File: config.mk
export PLATFORM = sky130hd
export DESIGN_NAME = frame_scanout
export DESIGN_NICKNAME = d
export VERILOG_FILES = /design/src/rtl/frame_scanout.sv
export SDC_FILE = /design/constraint.sdc
export NUM_CORES = 1
export LEC_CHECK = 0
export BUFFER_PORTS_ARGS = -buffer_cell sky130_fd_sc_hd__buf_2
export CORE_ASPECT_RATIO = 0.8
export CORE_MARGIN = 3
export CORE_UTILIZATION = 45
export CTS_CLUSTER_SIZE = 12
export DETAILED_ROUTE_END_ITERATION = 7
export PLACE_DENSITY = 0.76
export RECOVER_POWER = 100
export SLEW_MARGIN = 20
export SYNTH_ARGS = -nofsm -noshare
export SYNTH_HDL_FRONTEND = slang
export SYNTH_SLANG_ARGS = --single-unit
File: constraint.sdc
create_clock -name clk_rgb -period 1.3 [get_ports clk_rgb]
set_input_delay 0 -clock clk_rgb [delete_from_list [all_inputs] [get_ports clk_rgb]]
set_output_delay 0 -clock clk_rgb [all_outputs]
set_load 0.01 [all_outputs]
File: src/rtl/frame_scanout.sv
// frame_scanout
//   Scans a double-buffered, upscaled framebuffer out to a video timing stream.
//   The active-area (x, y) coordinate is shifted down by SCALE_SHIFT to a
//   framebuffer pixel. That pixel is read from an external synchronous RAM and
//   re-timed together with hs/vs/de through a two-stage pipeline. Pixels outside
//   the framebuffer are shown as BORDER_COLOR.
//   A small buffer FSM flips the front (scanned) buffer on a frame-boundary swap
//   pulse, but only once the writer has reported the back buffer as complete.
//
//   state   | meaning
//   --------+---------------------------------------------------------------
//   IDLE    | no finished back buffer; a swap re-shows the current frame
//   PENDING | writer finished the back buffer; the next swap flips buffers
//
// Ports
//   clk_rgb       in   pixel clock (only clock)
//   rst_n         in   async active-low reset; release is synchronised
//   ce            in   pixel clock enable
//   x, y          in   active-area column/row from the timing generator
//   hs_in/vs_in/de_in in timing generator sync and data enable
//   swap          in   one-ce-cycle frame-boundary pulse
//   frame_done    in   level: writer finished the back buffer
//   rd_data       in   framebuffer RAM read data
//   rd_en         out  RAM read enable (equals ce)
//   rd_addr       out  RAM read address; MSB selects the buffer
//   frame_ack     out  one-cycle pulse after the flipping ce edge
//   draw_buf      out  buffer the writer draws into (~front)
//   repeat_count  out  frames re-shown without a new frame (saturates at 255)
//   rgb/hs/vs/de  out  pixel colour and re-timed sync/enable
module frame_scanout #(
  parameter int                     X_WIDTH           = 10,
  parameter int                     Y_WIDTH           = 9,
  parameter int                     FB_WIDTH          = 160,
  parameter int                     FB_HEIGHT         = 120,
  parameter int                     SCALE_SHIFT       = 2,
  parameter int                     COLOR_WIDTH       = 12,
  parameter logic [COLOR_WIDTH-1:0] BORDER_COLOR      = '0,
  parameter bit                     HOR_SYNC_POLARITY = 1'b0,
  parameter bit                     VER_SYNC_POLARITY = 1'b0,
  localparam int                    PIX_ADDR_W        = $clog2(FB_WIDTH*FB_HEIGHT),
  localparam int                    ADDR_W            = PIX_ADDR_W + 1
) (
  input  logic                   clk_rgb,
  input  logic                   rst_n,
  input  logic                   ce,
  input  logic [X_WIDTH-1:0]     x,
  input  logic [Y_WIDTH-1:0]     y,
  input  logic                   hs_in,
  input  logic                   vs_in,
  input  logic                   de_in,
  input  logic                   swap,
  input  logic                   frame_done,
  input  logic [COLOR_WIDTH-1:0] rd_data,
  output logic                   rd_en,
  output logic [ADDR_W-1:0]      rd_addr,
  output logic                   frame_ack,
  output logic                   draw_buf,
  output logic [7:0]             repeat_count,
  output logic [COLOR_WIDTH-1:0] rgb,
  output logic                   hs,
  output logic                   vs,
  output logic                   de
);

  localparam int          FX_W       = X_WIDTH - SCALE_SHIFT;
  localparam int          FY_W       = Y_WIDTH - SCALE_SHIFT;
  localparam logic [31:0] FB_W_U     = FB_WIDTH;
  localparam logic [31:0] FB_H_U     = FB_HEIGHT;
  localparam logic        HS_IDLE    = ~HOR_SYNC_POLARITY;
  localparam logic        VS_IDLE    = ~VER_SYNC_POLARITY;

  typedef enum logic {
    ST_IDLE    = 1'b0,
    ST_PENDING = 1'b1
  } state_t;

  // ---------------------------------------------------------------------------
  // Reset synchroniser: assertion is immediate, release waits two clk_rgb edges.
  // ---------------------------------------------------------------------------
  logic r_rst_meta;
  logic r_rst_sync;
  logic w_rst_n;

  always_ff @(posedge clk_rgb or negedge rst_n) begin
    if (!rst_n) begin
      r_rst_meta <= 1'b0;
      r_rst_sync <= 1'b0;
    end else begin
      r_rst_meta <= 1'b1;
      r_rst_sync <= r_rst_meta;
    end
  end

  assign w_rst_n = r_rst_sync;

  // ---------------------------------------------------------------------------
  // Buffer FSM
  // ---------------------------------------------------------------------------
  state_t     r_state;
  state_t     w_state_nxt;
  logic       r_front;
  logic       w_front_nxt;
  logic [7:0] r_repeat;
  logic [7:0] w_repeat_nxt;
  logic       r_frame_ack;
  logic       w_flip;
  logic       w_done;

  // The writer drops frame_done during the ack cycle, so a still-high level
  // there is the old frame and must not re-arm PENDING.
  assign w_done = frame_done & ~r_frame_ack;

  always_ff @(posedge clk_rgb or negedge w_rst_n) begin
    if (!w_rst_n) begin
      r_state     <= ST_IDLE;
      r_front     <= 1'b0;
      r_repeat    <= 8'd0;
      r_frame_ack <= 1'b0;
    end else begin
      r_state     <= w_state_nxt;
      r_front     <= w_front_nxt;
      r_repeat    <= w_repeat_nxt;
      // Not ce-gated: the ack lasts exactly one clk_rgb cycle.
      r_frame_ack <= w_flip;
    end
  end

  always_comb begin
    w_state_nxt  = r_state;
    w_front_nxt  = r_front;
    w_repeat_nxt = r_repeat;
    w_flip       = 1'b0;

    if (ce) begin
      case (r_state)
        ST_IDLE: begin
          if (w_done && swap) begin
            w_flip = 1'b1;
          end else if (w_done) begin
            w_state_nxt = ST_PENDING;
          end else if (swap && (r_repeat != 8'hFF)) begin
            w_repeat_nxt = r_repeat + 8'd1;
          end
        end
        ST_PENDING: begin
          if (swap) begin
            w_flip = 1'b1;
          end
        end
        default: begin
          w_state_nxt = ST_IDLE;
        end
      endcase

      if (w_flip) begin
        w_front_nxt  = ~r_front;
        w_repeat_nxt = 8'd0;
        w_state_nxt  = ST_IDLE;
      end
    end
  end

  assign frame_ack    = r_frame_ack;
  assign draw_buf     = ~r_front;
  assign repeat_count = r_repeat;

  // ---------------------------------------------------------------------------
  // Stage 1: coordinate scaling and RAM address
  // ---------------------------------------------------------------------------
  logic [FX_W-1:0]       w_fx;
  logic [FY_W-1:0]       w_fy;
  logic                  w_oob;
  logic [PIX_ADDR_W-1:0] w_lin;
  logic [PIX_ADDR_W-1:0] w_pix_addr;

  assign w_fx  = FX_W'(x >> SCALE_SHIFT);
  assign w_fy  = FY_W'(y >> SCALE_SHIFT);
  assign w_oob = (32'(w_fx) >= FB_W_U) || (32'(w_fy) >= FB_H_U);

  // Any in-range result is below FB_WIDTH*FB_HEIGHT, so PIX_ADDR_W bits hold
  // it exactly; out-of-range results are discarded below.
  assign w_lin      = PIX_ADDR_W'(w_fy) * PIX_ADDR_W'(FB_WIDTH) + PIX_ADDR_W'(w_fx);
  assign w_pix_addr = w_oob ? '0 : w_lin;

  logic [ADDR_W-1:0] r_rd_addr;
  logic              r_hs1;
  logic              r_vs1;
  logic              r_de1;
  logic              r_oob1;

  always_ff @(posedge clk_rgb or negedge w_rst_n) begin
    if (!w_rst_n) begin
      r_rd_addr <= '0;
      r_hs1     <= HS_IDLE;
      r_vs1     <= VS_IDLE;
      r_de1     <= 1'b0;
      r_oob1    <= 1'b0;
    end else if (ce) begin
      r_rd_addr <= {r_front, w_pix_addr};
      r_hs1     <= hs_in;
      r_vs1     <= vs_in;
      r_de1     <= de_in;
      r_oob1    <= w_oob;
    end
  end

  assign rd_en   = ce;
  assign rd_addr = r_rd_addr;

  // ---------------------------------------------------------------------------
  // Stage 2: colour select and sync re-timing
  // ---------------------------------------------------------------------------
  logic [COLOR_WIDTH-1:0] r_rgb;
  logic                   r_hs;
  logic                   r_vs;
  logic                   r_de;

  always_ff @(posedge clk_rgb or negedge w_rst_n) begin
    if (!w_rst_n) begin
      r_rgb <= '0;
      r_hs  <= HS_IDLE;
      r_vs  <= VS_IDLE;
      r_de  <= 1'b0;
    end else if (ce) begin
      r_rgb <= r_de1 ? (r_oob1 ? BORDER_COLOR : rd_data) : '0;
      r_hs  <= r_hs1;
      r_vs  <= r_vs1;
      r_de  <= r_de1;
    end
  end

  assign rgb = r_rgb;
  assign hs  = r_hs;
  assign vs  = r_vs;
  assign de  = r_de;

endmodule

# Yosys cells after proc, flatten, opt, wreduce, memory -nomap -nowiden
# Cells that the tools add are included.
# Widths: inputs -> output; s select.
[classes]
add_sub_neg = 2
multipliers = 1
n_div = 0
magnitude_cmp = 2
eq_ne = 4
n_shift = 0
muxes = 17
n_bitwise = 4
n_reduce_logical = 6
[op_table]
columns = ["operator", "count"]
rows = [
  ["$mux 8", 5],
  ["$mux 12", 2],
  ["$add 15x8->15", 1],
  ["$mux 15", 1],
  ["$mul 7x3->10 const B", 1],
  ["$add 8x1->8 const B", 1],
  ["$ge 8x8->1 const B", 1],
  ["$mux 1", 8],
  ["$ne 8x8->1 const B", 1],
  ["$ge 7x7->1 const B", 1],
  ["$ne 2x1->1 const B", 3],
  ["$reduce_and 5->1", 1],
  ["$not 1->1", 3],
  ["$logic_and 1x1->1", 2],
  ["$pmux 1 s2", 1],
  ["$reduce_and 2->1", 1],
  ["$reduce_bool 2->1", 1],
  ["$and 1x1->1", 1],
  ["$logic_or 1x1->1", 1],
]
[totals]
reg_bits = 48
latchBits = 0
ram_bits = 0
romBits = 0
input_bits = 39
wordCells = 51
n_memories = 0

# Longest topological paths before layout
# Gate-level depths: netlist (run 1).
[depth]
depth_word = 8
mapped_depth = 9

# Least setup slack after synthesis (run 1)
# OpenSTA, ideal clock, no wires.
[synth_timing]
path_kind = "input port to flip-flop"
startpoint = "input port y[3]"
endpoint = "register r_rd_addr[12] (netlist: rd_addr[12])"
setup_time_ns = 0.121
t_arrival_ns = 2.049
path_slack_ns = -0.870
stages = 8
path_cell_list = "ha_1 -> ha_1 -> inv_1 -> fa_1 -> nand2b_1 -> or4b_4 -> xnor2_1 -> a22o_2"
[synth_via]
elab_chain_cells = 3
elab_cells_between_ends = 5
cone_classes = "add/sub: 1; mul: 1; order compare: 1; mux: 1; reduce/logical: 1"
[synth_rtl]
columns = ["element", "line", "rtl"]
rows = [
  ["from (decl)", "47", "input logic [Y_WIDTH-1:0] y,"],
  ["$mul 7x3->10 / $ge 7x7->1 (equally long branches)", "182, 178", ""],
  ["$add 15x8->15 / $logic_or 1x1->1 (equally long branches)", "182, 178", ""],
  ["$mux 15 (*)", "183", "assign w_pix_addr = w_oob ? '0 : w_lin;"],
  ["to (signal assigned)", "199", "r_rd_addr <= {r_front, w_pix_addr};"],
  ["to (decl)", "185", "logic [ADDR_W-1:0] r_rd_addr;"],
]
# Every way passes the cells marked *; elsewhere a longest branch is shown, timed or not.
# A chain may end at the register's enable or synchronous reset.

# Worst setup path after layout (run 1)
[layout_timing]
startpoint = "input port y[5]"
endpoint = "register r_rd_addr[12] (netlist: rd_addr[12])"
# The elaborated chain is that of the path after synthesis.

==> results of run 1 <==
==> synthesized netlist by cell type, drive strengths merged, types with 5 or more instances <==
cell type  number  area, um^2
a22o           24         211
clkbuf          5        48.8
dfrtp          44        1100
ha             14         175
inv             8        30.0
mux2            6        67.6
nand2           9        33.8
nand3           6        30.0
nor2           16        60.1
o21ai           8        40.0
xnor2           8        70.1
xor2            5        43.8
==> power by group through the flow <==
| stage | logic (mW) | registers [mW] | clock network (mW) |
|---|---|---|---|
| finish | 1.34 | 1.79 | 1.23 |
| global route | 1.44 | 1.81 | 1.31 |
| global placement | 1.05 | 1.80 | 0 |
| detailed placement | 1.08 | 1.81 | 0 |
| floorplan | 0.527 | 1.89 | 0 |
| CTS | 1.22 | 1.79 | 1.26 |
==> kinds of logic after synthesis <==
group                    share of synthesized area (%)
flip-flops                                        50.8
multiplexers                                      2.84
other                                            0.158
buffers and inverters                             4.43
AND/OR/NAND/NOR                                   10.9
XOR/XNOR                                          4.79
adder cells (fa/ha/maj)                           9.06
AO/OA/AOI/OAI                                     17.1
==> placed cells by master (no fill, tap or decap), types with 6 or more instances in the layout <==
cell	count
buf_2	54
dfrtp_1	43
buf_4	41
a22o_1	23
dlygate4sd3_1	22
clkbuf_1	20
nor2_1	12
nand2_1	9
ha_4	8
buf_6	8
inv_1	7
xnor2_1	6
mux2_2	6
==> per-stage QoR <==
| stage | setup slack, ns | total power [mW] | cell area [um^2] | hold WS [ns] | util [%] |
|---|---|---|---|---|---|
| after detailed placement | -0.938 | 2.89 | 3150 | -0.213 | 65.0 |
| after global routing | -0.577 | 4.56 | 3810 | 0.0355 | 78.6 |
| after global placement | -0.886 | 2.86 | 3150 | -0.212 | 65.0 |
| after floorplan | -0.745 | 2.42 | 2460 | -0.296 | - |
| final | -0.554 | 4.37 | 3810 | 0.0281 | 78.6 |
| after CTS | -0.526 | 4.27 | 3650 | 0.0210 | 75.4 |
==> final cells by class <==
| cell class | instances | share of cell area (%) |
|---|---|---|
| sequential | 48 | 31.7 |
| clock buffer | 6 | 1.91 |
| inverter | 9 | 0.888 |
| multi-input combinational | 138 | 35.5 |
| timing repair buffer | 148 | 26.4 |
| tap | 60 | 1.97 |
| clock inverter | 2 | 1.58 |
==> worst register-to-register path, cell delays in order (launching register included) <==
cell and delay, ns:
dfrtp_1 0.40, ha_4 0.18, nand3_4 0.07, o41ai_4 0.33, buf_6 0.19, nor3_4 0.04
xnor2_1 0.17, nor2_1 0.07
==> what timing repair did <==
item,4_1_cts,5_1_grt
setup buffers,6,7
endpoints found under the setup margin,25,15
pin swaps,9,14
endpoints found under the hold margin,22,0
resized for setup,20,26
gates cloned,0,0
hold buffers,22,0
==> sequential cells by signal (all words and copies together) (netlist names) <==
signal,cells
r_oob1,1
r_rst_sync,1
r_rst_meta,1
r_de1,1
de,1
rgb,12
frame_ack,1
repeat_count,8
rd_addr,16
r_front,1
r_hs1,1
r_vs1,1
vs,1
hs,1
r_state,1
==> path summary, 6_finish.rpt <==
check | slack [ns] | end | cells past startpoint
worst min register to register | 0.19 | rgb[8]$_DFFE_PN0P_ | 0
worst max-delay path | -0.55 | rd_addr[12]$_DFFE_PN0P_ | 10
worst min-delay path | 0.03 | r_state$_DFFE_PN0P_ | 4
max in group asynchronous | 0.19 | repeat_count[0]$_DFFE_PN0P_ | 1
min in group asynchronous | 0.19 | rgb[8]$_DFFE_PN0P_ | 0
worst max register to register | -0.27 | repeat_count[7]$_DFFE_PN0P_ | 7
==> metal layers <==
| metal | vias to the layer above | share of wire [%] |
|---|---|---|
| met2 | 82 | 51 |
| met1 | 1084 | 42 |
| li1 | 1029 | - |
| met4 | 0 | 1.4 |
| met5 | - | 0 |
| met3 | 10 | 5.2 |
==> results.py, run 1 <==
metrics = {
    "timing": {
        "layout_setup_ws_ns": -0.554,
        "tightest_slew_ns": 0.536,
        "finalMaxSlewViolations": 0,
        "fmax_mhz": 539,
        "fin_skew_ns": 0.00579,
        "setup_viol": 13,
        "rsz0062_at_grt": "yes",
        "setup-tns-final_ns": -3.53,
        "finalCritPeriodShare_pct": 143,
        "slew_headroom_pct": 64.2,
        "period_needed_ns": 1.85,
        "hold_viol": 0,
    },
    "setup_path": {
        "critPathLaunchType": "input pin",
        "crit_path_frequent_cell": "ha_4",
        "cp-end-kind": "flip-flop",
        "crit_family": "adder cells",
        "crit_required_ns": 1.48,
        "slowest_delay_ns": 0.52,
        "crit_type": "in2reg",
        "crit_buf_inv": 2,
        "worstPathMaxFanout": 2,
        "crit_start": "y[5]",
        "cp_slowest_cell": "or4b_4",
        "timing.critical_path.cells": "buf_8 > ha_4 > ha_4 > inv_2 > fa_2 > xnor2_4 > nand2b_4 > or4b_4 > xnor2_1 > a22o_2",
        "r2r_start": "repeat_count[1]$_DFFE_PN0P_",
        "cp.arrival_ns": 2.04,
    },
    "clock_network": {
        "clk_latency_ns": 0.29,
        "tritoncts": "done",
        "numCtsBuffers": 5,
        "path_clk_slew_ns": 0.08,
        "root_buffer": "clkbuf_8",
        "cts_sinks": 48,
        "clock_path_buffers": 2,
        "h-tree-depth": 2,
    },
    "global_routing": {
        "grtUsageMet2_pct": 34.8,
        "grt_max_degree": 35,
        "grt_overflow": 0,
        "grt_pass1_vias": 2163,
        "grt_use_met3_pct": 4.07,
        "grt_pass1_wl_um": 10300,
        "grt_use_met1_pct": 29.0,
        "grt_usage_pct": 21.2,
        "antenna_found_initial": 0,
        "top_usage_layer": "met2",
    },
    "floorplan": {
        "coreArea_mm2": 0.00484,
        "fp.dieW_um": 87.2,
        "io_pins": 81,
        "dieArea_mm2": 0.00619,
        "die-height_um": 71.0,
        "start_util_pct": 49.0,
        "num_rows": 22,
    },
    "power_and_ir_drop": {
        "seqPwrFrac_pct": 41.0,
        "internal_power_mw": 3.15,
        "power.density_mw_per_mm2": 1150,
        "clock_power_share_pct": 28.2,
        "ir_drop_v": 0.000736,
        "netSwitchingFraction_pct": 27.8,
        "cellLeakagePower_nw": 1.84,
        "p_comb_share_pct": 30.7,
        "p_switching_mw": 1.21,
    },
    "routing": {
        "antenna_left": 0,
        "num_vias": 2205,
        "drc": 0,
        "drt_first_pass_iters": 4,
        "first_iter_violations": 105,
        "wire_per_inst_um": 16.9,
        "routed_via_density": 5.36,
        "routed_wl_um": 6960,
    },
    "hold_path": {
        "min-delay-start": "swap",
        "hp-class": "in2reg",
    },
    "cells_and_area": {
        "syn2layout_area_growth_pct": 60.3,
        "fillCellCount": 312,
        "diodes": 0,
        "nNetsFinal": 405,
        "multiInputGateArea_mm2": 0.00135,
        "final_cells": 411,
        "drive_above_1_share_pct": 46.4,
        "ff_latch_area_mm2": 0.00121,
    },
    "placement": {
        "dp.final_hpwl_um": 4220,
        "placed_cells": 370,
        "io_buffers": 76,
        "place.gp.congestion": 0.863,
    },
    "synthesis": {
        "synth_edf_count": 0,
        "netlist_area_mm2": 0.00237,
        "synth_ff_type": "dfrtp_1",
        "yosys.cell_types.count": 46,
        "synth.avg_cell_area_um2": 11.6,
        "syn_nets": 259,
        "postSynthCellCount": 204,
        "synth_seq_cells": 48,
        "yosys_warnings": 0,
        "synth-seq-area-share_pct": 50.8,
        "async_flop_share_pct": 100,
    },
    "flow_run": {
        "cap_violations": 0,
    },
    "status": {
        "violations": "setup timing",
        "outcome": "complete, but fails checks",
    },
}
(Power assumes the default switching activity.)
==> run 2: changes to the inputs <==
CORE_MARGIN = 2   (was 3)
==> results.py, run 2 (same netlist as run 1, synthesis figures left out) <==
metrics = {
    "cells_and_area": {
        "nNetsFinal": 408,
        "final_cell_mix": "clkbuf_1 (43), dfrtp_1 (42), buf_2 (37)",
        "drive_above_1_share_pct": 39.5,
        "fillCellCount": 368,
        "final_common_cell": "clkbuf_1",
        "syn2layout_area_growth_pct": 56.6,
        "largest_reg_flops": 16,
        "diodes": 0,
        "postLayoutCellArea_mm2": 0.00372,
    },
    "placement": {
        "place_area_mm2": 0.00317,
        "place.gp.congestion": 0.811,
        "place_ws_ns": -0.965,
        "io_buffers": 76,
        "dp.final_hpwl_um": 4010,
    },
    "setup_path": {
        "crit_end": "rd_addr[12]$_DFFE_PN0P_",
        "cp-end-kind": "flip-flop",
        "worstPathMaxFanout": 2,
        "r2r_cells": 4,
        "rrSetupSlack_ns": -0.23,
        "r2r_end": "repeat_count[3]$_DFFE_PN0P_",
        "critPathLaunchType": "input pin",
        "r2r_start": "repeat_count[2]$_DFFE_PN0P_",
        "crit_type": "in2reg",
        "crit_required_ns": 1.49,
        "cp.arrival_ns": 2.05,
        "crit_start": "y[5]",
    },
    "timing": {
        "finalMaxSlewViolations": 0,
        "tightest_slew_ns": 0.613,
        "period_needed_ns": 1.86,
        "setup-tns-final_ns": -3.61,
        "rsz0062_at_grt": "yes",
        "hold_ws_ns": 0.0556,
        "setup_viol": 16,
        "slew_headroom_pct": 59.1,
        "fin_skew_ns": 0.00350,
        "layout_setup_ws_ns": -0.561,
        "hold_viol": 0,
        "fmax_mhz": 537,
        "finalCritPeriodShare_pct": 143,
    },
    "routing": {
        "routed_wl_um": 6730,
        "routed_via_density": 5.30,
        "drt_first_pass_iters": 4,
        "drc": 0,
        "wire_per_inst_um": 16.2,
        "first_iter_violations": 85,
        "antenna_left": 0,
        "num_vias": 2206,
    },
    "clock_network": {
        "clk_latency_ns": 0.30,
        "root_buffer": "clkbuf_8",
        "h-tree-depth": 2,
        "cts_sinks": 48,
        "path_clk_slew_ns": 0.08,
        "tritoncts": "done",
        "numCtsBuffers": 5,
        "clock_path_buffers": 2,
    },
    "global_routing": {
        "grt_pass1_wl_um": 9850,
        "grt_max_degree": 47,
        "grt_pass1_vias": 2138,
        "grt_usage_pct": 21.7,
        "grt_overflow": 0,
        "antenna_found_initial": 0,
    },
    "hold_path": {
        "hp-class": "in2reg",
    },
    "floorplan": {
        "fp.dieW_um": 85.2,
        "coreArea_mm2": 0.00504,
        "die-height_um": 69.0,
        "num_rows": 23,
        "io_pins": 81,
        "dieArea_mm2": 0.00588,
        "start_util_pct": 47.2,
    },
    "power_and_ir_drop": {
        "p_comb_share_pct": 33.2,
        "p_switching_mw": 1.26,
        "cellLeakagePower_nw": 1.74,
        "power.density_mw_per_mm2": 1090,
        "seqPwrFrac_pct": 43.9,
        "internal_power_mw": 2.81,
        "ir_drop_v": 0.000728,
        "clock_power_share_pct": 22.9,
        "power_mw": 4.07,
        "netSwitchingFraction_pct": 30.9,
    },
    "status": {
        "outcome": "complete, but fails checks",
        "violations": "setup timing",
    },
    "flow_run": {
        "cap_violations": 0,
    },
}
## run 2: cell count changes in the layout (fill, tap and decap cells not counted), moves of 2 or more
| cell | previous run | this run |
|---|---|---|
| buf_4 | 41 | 35 |
| buf_6 | 8 | 12 |
| bufinv_16 | 2 | 0 |
| buf_8 | 2 | 0 |
| clkbuf_1 | 20 | 43 |
| buf_2 | 54 | 37 |
| clkinvlp_4 | 0 | 2 |
## run 2: stage by stage
stage / util, % / std cells
after floorplan: - / 204
after global placement: 62.9 / 374
after detailed placement: 62.9 / 374
after CTS: 72.6 / 409
after global routing: 73.9 / 416
final: 73.9 / 416
## run 2: critical path, cell delays in order
cell and delay [ns]:
buf_6 0.10, ha_4 0.26, ha_4 0.12, inv_2 0.03, fa_2 0.38, xnor2_4 0.21, nand2b_4 0.08, or4b_4 0.50
xnor2_2 0.14, a22o_2 0.21
## run 2: power groups by stage
stage / Clock [mW] / Sequential [mW] / Combinational [mW]
2_1_floorplan: 0 / 1.89 / 0.527
3_3_place_gp: 0 / 1.79 / 1.07
3_5_place_dp: 0 / 1.79 / 1.10
4_1_cts: 0.947 / 1.78 / 1.27
5_1_grt: 1.01 / 1.80 / 1.46
6_report: 0.932 / 1.79 / 1.35
## run 2: layout make-up
type                            instances  area [um^2]  share of cell area, %
Inverter                                9         33.8                  0.908
Tap cell                               62         77.6                   2.09
Timing Repair Buffer                  151          982                   26.4
Clock buffer                            6         82.6                   2.22
Multi-Input combinational cell        138         1320                   35.5
Sequential cell                        48         1210                   32.5
Clock inverter                          2         15.0                  0.404
## run 2: repair_timing
action / in CTS / in global routing
gates resized for setup: 23 / 21
endpoints found under the setup margin: 24 / 15
setup buffers: 4 / 10
pin swaps: 13 / 10
hold buffers: 23 / 0
hold endpoints to repair: 23 / 0
## run 2: worst min path at each step
stage                                   endpoint  slack (ns)  cells past startpoint   from
final                     rd_addr[5]$_DFFE_PN0P_        0.06                      3   x[7]
after CTS                 rd_addr[5]$_DFFE_PN0P_        0.05                      3   x[7]
after detailed placement    r_rst_meta$_DFF_PN0_       -0.21                      1  rst_n
after global placement      r_rst_meta$_DFF_PN0_       -0.21                      1  rst_n
after floorplan             r_rst_meta$_DFF_PN0_       -0.30                      0  rst_n
after global routing      rd_addr[5]$_DFFE_PN0P_        0.07                      3   x[7]
## run 2: per-layer routing
metal  vias to the layer above  GRT usage, %  part of all wire, %
met5                         -             0                    0
met1                      1066          27.1                   40
met2                        89          37.9                   51
met3                        13          4.76                  6.3
met4                         0          7.54                  1.7
li1                       1038             -                    -
